$ cat config.mk
export PLATFORM = sky130hd
export DESIGN_NAME = keypad_item_entry
export DESIGN_NICKNAME = d
export VERILOG_FILES = /design/src/rtl/keypad_item_entry.sv
export SDC_FILE = /design/constraint.sdc
export NUM_CORES = 1
export LEC_CHECK = 0
export ABC_AREA = 1
export CAP_MARGIN = 20
export CORE_MARGIN = 5
export CORE_UTILIZATION = 56
export CTS_CLUSTER_DIAMETER = 40
export CTS_CLUSTER_SIZE = 25
export DETAILED_ROUTE_END_ITERATION = 7
export PLACE_DENSITY = 0.81
export SYNTH_ARGS = -nofsm -noshare
export SYNTH_HDL_FRONTEND = slang
export SYNTH_SLANG_ARGS = --single-unit
export TNS_END_PERCENT = 100
$ cat constraint.sdc
create_clock -name clk -period 2.6 [get_ports clk]
set_input_delay 0.52 -clock clk [delete_from_list [all_inputs] [get_ports clk]]
set_output_delay 0.52 -clock clk [all_outputs]
set_load 0.005 [all_outputs]
$ cat src/rtl/keypad_item_entry.sv
// Keypad front end: turns single-key events into a decimal item number with a one-cycle valid strobe.
// Optional build macro KEYPAD_RANGE_CHECK_EN rejects ENTER of 0 or of values above MAX_ITEM.
module keypad_item_entry #(
    parameter int ITEM_ADDR_WIDTH = 10,
    parameter int MAX_DIGITS      = 3,
    parameter int TIMEOUT_CYCLES  = 1000,
    parameter int MAX_ITEM        = 999
) (
    input  logic                       clk,
    input  logic                       rstn,
    input  logic [3:0]                 key_code,
    input  logic                       key_valid,
    output logic [ITEM_ADDR_WIDTH-1:0] item_select,
    output logic                       item_select_valid,
    output logic                       entry_busy,
    output logic [1:0]                 digit_count,
    output logic                       entry_error
);

    localparam int ACC_W = ITEM_ADDR_WIDTH + 4;
    localparam int TMR_W = (TIMEOUT_CYCLES > 2) ? $clog2(TIMEOUT_CYCLES) : 1;
    localparam logic [3:0] KEY_ENTER  = 4'hA;
    localparam logic [3:0] KEY_CANCEL = 4'hB;
    localparam logic [1:0] DIGIT_LIMIT = 2'(MAX_DIGITS);
    localparam logic [TMR_W-1:0] TIMER_LAST = TMR_W'(TIMEOUT_CYCLES - 1);
    localparam logic [ITEM_ADDR_WIDTH-1:0] MAX_ITEM_C = ITEM_ADDR_WIDTH'(MAX_ITEM);
`ifdef KEYPAD_RANGE_CHECK_EN
    localparam logic RANGE_CHECK = 1'b1;
`else
    localparam logic RANGE_CHECK = 1'b0;
`endif

    typedef enum logic [0:0] {
        ST_IDLE  = 1'b0,
        ST_ENTRY = 1'b1
    } state_t;

    state_t                     state_r;
    logic [ITEM_ADDR_WIDTH-1:0] acc_r;
    logic [TMR_W-1:0]           timer_r;
    logic [ACC_W-1:0]           acc_next_s;
    logic                       is_digit_s;
    logic                       reject_enter_s;

    // Decimal accumulate at widened precision, key classification and ENTER range check.
    always_comb begin
        acc_next_s     = ({4'd0, acc_r} * ACC_W'(4'd10)) + ACC_W'(key_code);
        is_digit_s     = (key_code < KEY_ENTER);
        reject_enter_s = RANGE_CHECK &&
                         ((acc_r > MAX_ITEM_C) || (acc_r == {ITEM_ADDR_WIDTH{1'b0}}));
    end

    // Entry FSM with registered outputs; strobes default low every cycle.
    always_ff @(posedge clk) begin
        if (!rstn) begin
            state_r           <= ST_IDLE;
            acc_r             <= {ITEM_ADDR_WIDTH{1'b0}};
            timer_r           <= {TMR_W{1'b0}};
            digit_count       <= 2'd0;
            item_select       <= {ITEM_ADDR_WIDTH{1'b0}};
            item_select_valid <= 1'b0;
            entry_error       <= 1'b0;
            entry_busy        <= 1'b0;
        end else begin
            item_select_valid <= 1'b0;
            entry_error       <= 1'b0;
            case (state_r)
                ST_IDLE: begin
                    timer_r <= {TMR_W{1'b0}};
                    if (key_valid && is_digit_s) begin
                        acc_r       <= ITEM_ADDR_WIDTH'(key_code);
                        digit_count <= 2'd1;
                        state_r     <= ST_ENTRY;
                        entry_busy  <= 1'b1;
                    end else if (key_valid && (key_code == KEY_ENTER)) begin
                        entry_error <= 1'b1;
                    end else begin
                        state_r <= ST_IDLE;
                    end
                end
                ST_ENTRY: begin
                    // A key on the timeout edge wins: it is processed and restarts the idle count.
                    if (key_valid) begin
                        timer_r <= {TMR_W{1'b0}};
                        if (is_digit_s) begin
                            if (digit_count >= DIGIT_LIMIT) begin
                                entry_error <= 1'b1;
                            end else begin
                                acc_r       <= acc_next_s[ITEM_ADDR_WIDTH-1:0];
                                digit_count <= digit_count + 2'd1;
                            end
                        end else if ((key_code == KEY_ENTER) || (key_code == KEY_CANCEL)) begin
                            if (key_code == KEY_CANCEL) begin
                                entry_error <= 1'b0;
                            end else if (reject_enter_s) begin
                                entry_error <= 1'b1;
                            end else begin
                                item_select       <= acc_r;
                                item_select_valid <= 1'b1;
                            end
                            acc_r       <= {ITEM_ADDR_WIDTH{1'b0}};
                            digit_count <= 2'd0;
                            state_r     <= ST_IDLE;
                            entry_busy  <= 1'b0;
                        end else begin
                            entry_error <= 1'b1;
                        end
                    end else if (timer_r == TIMER_LAST) begin
                        entry_error <= 1'b1;
                        acc_r       <= {ITEM_ADDR_WIDTH{1'b0}};
                        digit_count <= 2'd0;
                        timer_r     <= {TMR_W{1'b0}};
                        state_r     <= ST_IDLE;
                        entry_busy  <= 1'b0;
                    end else begin
                        timer_r <= timer_r + TMR_W'(1'b1);
                    end
                end
                default: begin
                    state_r     <= ST_IDLE;
                    acc_r       <= {ITEM_ADDR_WIDTH{1'b0}};
                    digit_count <= 2'd0;
                    timer_r     <= {TMR_W{1'b0}};
                    entry_busy  <= 1'b0;
                end
            endcase
        end
    end

endmodule

==> results.txt <==
Number of port buffers: 21
Yosys cell types: 30
Average wire per standard cell: 12.4 um
Total Power: 1.13 mW
Clock root cell: clkbuf_8
Worst Path Required: 2.80 ns
Gate Count Post-Synth: 284
Initial antenna violation count: 0
CP endpoint: acc_r[8]$_SDFFE_PN0P_
1st-pass router iterations: 4
Status: finished clean
Power Dens Cells: 471 nW/um2
Via count: 1878
Worst Path Max Fanout: 5
DR top layer: met4
Worst-Skew Late Latency: 0.29 ns
Family with the most delay on the worst path: adder cells
Final Cycle Share: 92.0%
Vias in the first global route: 1781
WL met1: 2.00 mm
# IOs: 22
Slew headroom: 55.0%
Vias per inst: 5.29
Worst Clk Skew: 0.00962 ns
Fin worst setup slack: 0.208 ns
Tmin final: 2.39 ns
CP Depth: 11
DP Worst Slack: 0.191 ns
Final hold violations: 0
Worst hold slack: 0.458 ns
DP Wirelength: 3.38 mm
CP most frequent cell: nand2_1
PostCTS Resize Cnt: 0
DRC errors left: 0
TritonCTS Buffers: 5
Most frequent cells in the layout: 70 x nand2_1, 36 x dfxtp_1, 30 x nand3_1, 28 x inv_1, 26 x nor2_1
Leak: 1.05 nW
H-tree depth: 2
Storage element area: 721 um2
Pin count of the biggest net entering global routing: 22
Commonest non-fill, non-tap cell in the layout: nand2_1
Die Ht: 70.7 um
R2R Path Start: acc_r[1]$_SDFFE_PN0P_
Synth warnings: 0
Seq cells post-synth: 36
Layout area overhead: 16.7%
WL met2: 2.15 mm
Crit path cell chain: ha_1 > ha_1 > fa_1 > nand2_1 > inv_1 > nand4_1 > nand2_1 > nand3_1 > nand2_1 > nand3_1 > a21oi_1
Clock Sinks: 36
DP Area: 2310 um2
Post-CTS Hold Fix Bufs: 0
Final setup vio count: 0
Tightest Pin Transition: 0.674 ns
Critical Path End Type: register
Post-CTS setup buffer count: 0
R2R setup slack: 0.21 ns
Starting Density: 57.2%
Highest-delay cell along the critical path: fa_1
Core Footprint: 3610 um2
Total GRT Usage: 18.8%
Rows: 22
Area of the multi-input gates: 1190 um2
Worst-path clk slew: 0.07 ns
Mapped Area: 2060 um2
Layout cell share with drive strength beyond 1: 7.17%
Crit-path max cell delay: 0.54 ns
Startpoint Class: register
Final #Nets: 332
Worst-case clock buffer depth: 2
R2r endpoint: acc_r[8]$_SDFFE_PN0P_
Post-synthesis sequential area ratio: 34.9%
Worst path bufs/invs: 1
Die area: 5000 um2
Crit path from: acc_r[1]$_SDFFE_PN0P_
Max Cap Violations: 0
FMAX: 418 MHz
Final setup TNS: 0 ns
CP Class: register to register
Hold Crit Class: register to register
Drt initial violations: 74
First-pass GRT wire length: 7.69 mm
Worst hold stages: 2
Fillcell total: 323
CTS tree: yes
Net count after synthesis: 309
Cells on worst reg2reg path: 11
Arr. time, crit path: 2.60 ns
Final wirelength: 4.40 mm
Die X-Extent: 70.7 um
Antenna diodes: 0
Count of final max-slew check failures: 0
DR WL met3: 171 um
GPL Wtd Cong: 0.854
Total global routing overflow: 0
Antenna Nets Post-Route: 0
Layout Cell Area excl Fill: 2410 um2
Worst VDD drop: 0.199 mV
Syn avg cell area: 7.26 um2
RSZ-0062 raised after global routing: no
[cells by family (layout without fill, tap and decap cells)]
| kind of cell | count (synthesis) | in the layout | share of synthesized area [%] |
|---|---|---|---|
| simple gates | 147 | 147 | 32.4 |
| buf+inv | 37 | 60 | 7.22 |
| compound gates | 36 | 36 | 9.52 |
| xor+xnor | 10 | 10 | 4.24 |
| flops | 36 | 36 | 34.9 |
| fa+ha+maj | 18 | 18 | 11.6 |
[synthesized netlist by cell type]
cell type   n  share of area (%)
ha_1       16                9.7
fa_1        2                1.9
xnor2_1     5                2.1
xor2_1      5                2.1
nand2_1    70                 13
a21oi_1    24                5.8
nor2_4      2                1.1
o21a_1      1               0.36
inv_1      28                5.1
nor2_1     26                4.7
buf_2       2               0.49
nand4_2     1               0.61
nand3_1    30                7.3
nor4b_2     1               0.73
o211ai_1    1               0.36
dfxtp_1    36                 35
o21ai_2     1               0.42
nor2_2      1               0.30
a22oi_1     2               0.73
inv_2       2               0.36
clkbuf_1    4               0.73
nand2_2     4                1.2
buf_6       1               0.55
nand3_2     1               0.49
nand4_1     6                1.8
o21ai_0     6                1.5
nor3_1      3               0.73
a211oi_1    1               0.36
nor3b_1     1               0.36
nand3b_1    1               0.36
[sequential cells by signal (all words and copies together), names as in the netlist]
| signal | flops |
|---|---|
| item_select | 10 |
| entry_error | 1 |
| timer_r | 10 |
| digit_count | 2 |
| item_select_valid | 1 |
| entry_busy | 1 |
| state_r | 1 |
| acc_r | 10 |
[per-layer routing]
layer  up-vias  global-route usage [%]
li1        971                       -
met1       863                    22.1
met2        36                    33.0
met3         8                    3.98
met4         0                    7.72
met5         -                       0
[tightest hold or removal path, stage by stage (launching register included)]
cell     delay, ns
dfxtp_1       0.31
nand2_1       0.06
a21oi_1       0.05
[where the power goes]
part / total [mW] / switching [mW] / internal (mW)
sequential: 0.577 / 0.0150 / 0.562
clock: 0.420 / 0.184 / 0.236
combinational: 0.137 / 0.0823 / 0.0547
total: 1.13 / 0.281 / 0.853
[through the flow]
step	std cells	util, %
2_1_floorplan	284	-
6_report	355	66.8
5_1_grt	355	66.8
3_3_place_gp	348	64.1
4_1_cts	355	66.8
3_5_place_dp	348	64.1
[final cells by class]
type / instances / area share (%)
multi-input cells: 211 / 49.6
flip-flops and latches: 36 / 29.9
repair buffers: 23 / 9.35
inverters: 30 / 4.68
clock buffers: 7 / 4.00
well taps: 48 / 2.49
[worst min-delay path by stage]
stage	from	endpoint	slack, ns
global placement	timer_r[0]$_SDFF_PP0_	timer_r[0]$_SDFF_PP0_	0.43
global route	item_select[5]$_SDFFE_PN0P_	item_select[5]$_SDFFE_PN0P_	0.47
detailed placement	timer_r[0]$_SDFF_PP0_	timer_r[0]$_SDFF_PP0_	0.45
floorplan	timer_r[0]$_SDFF_PP0_	timer_r[0]$_SDFF_PP0_	0.42
finish	item_select[5]$_SDFFE_PN0P_	item_select[5]$_SDFFE_PN0P_	0.46
CTS	item_select[5]$_SDFFE_PN0P_	item_select[5]$_SDFFE_PN0P_	0.46
Note: power is estimated with default switching activity, not from simulation.
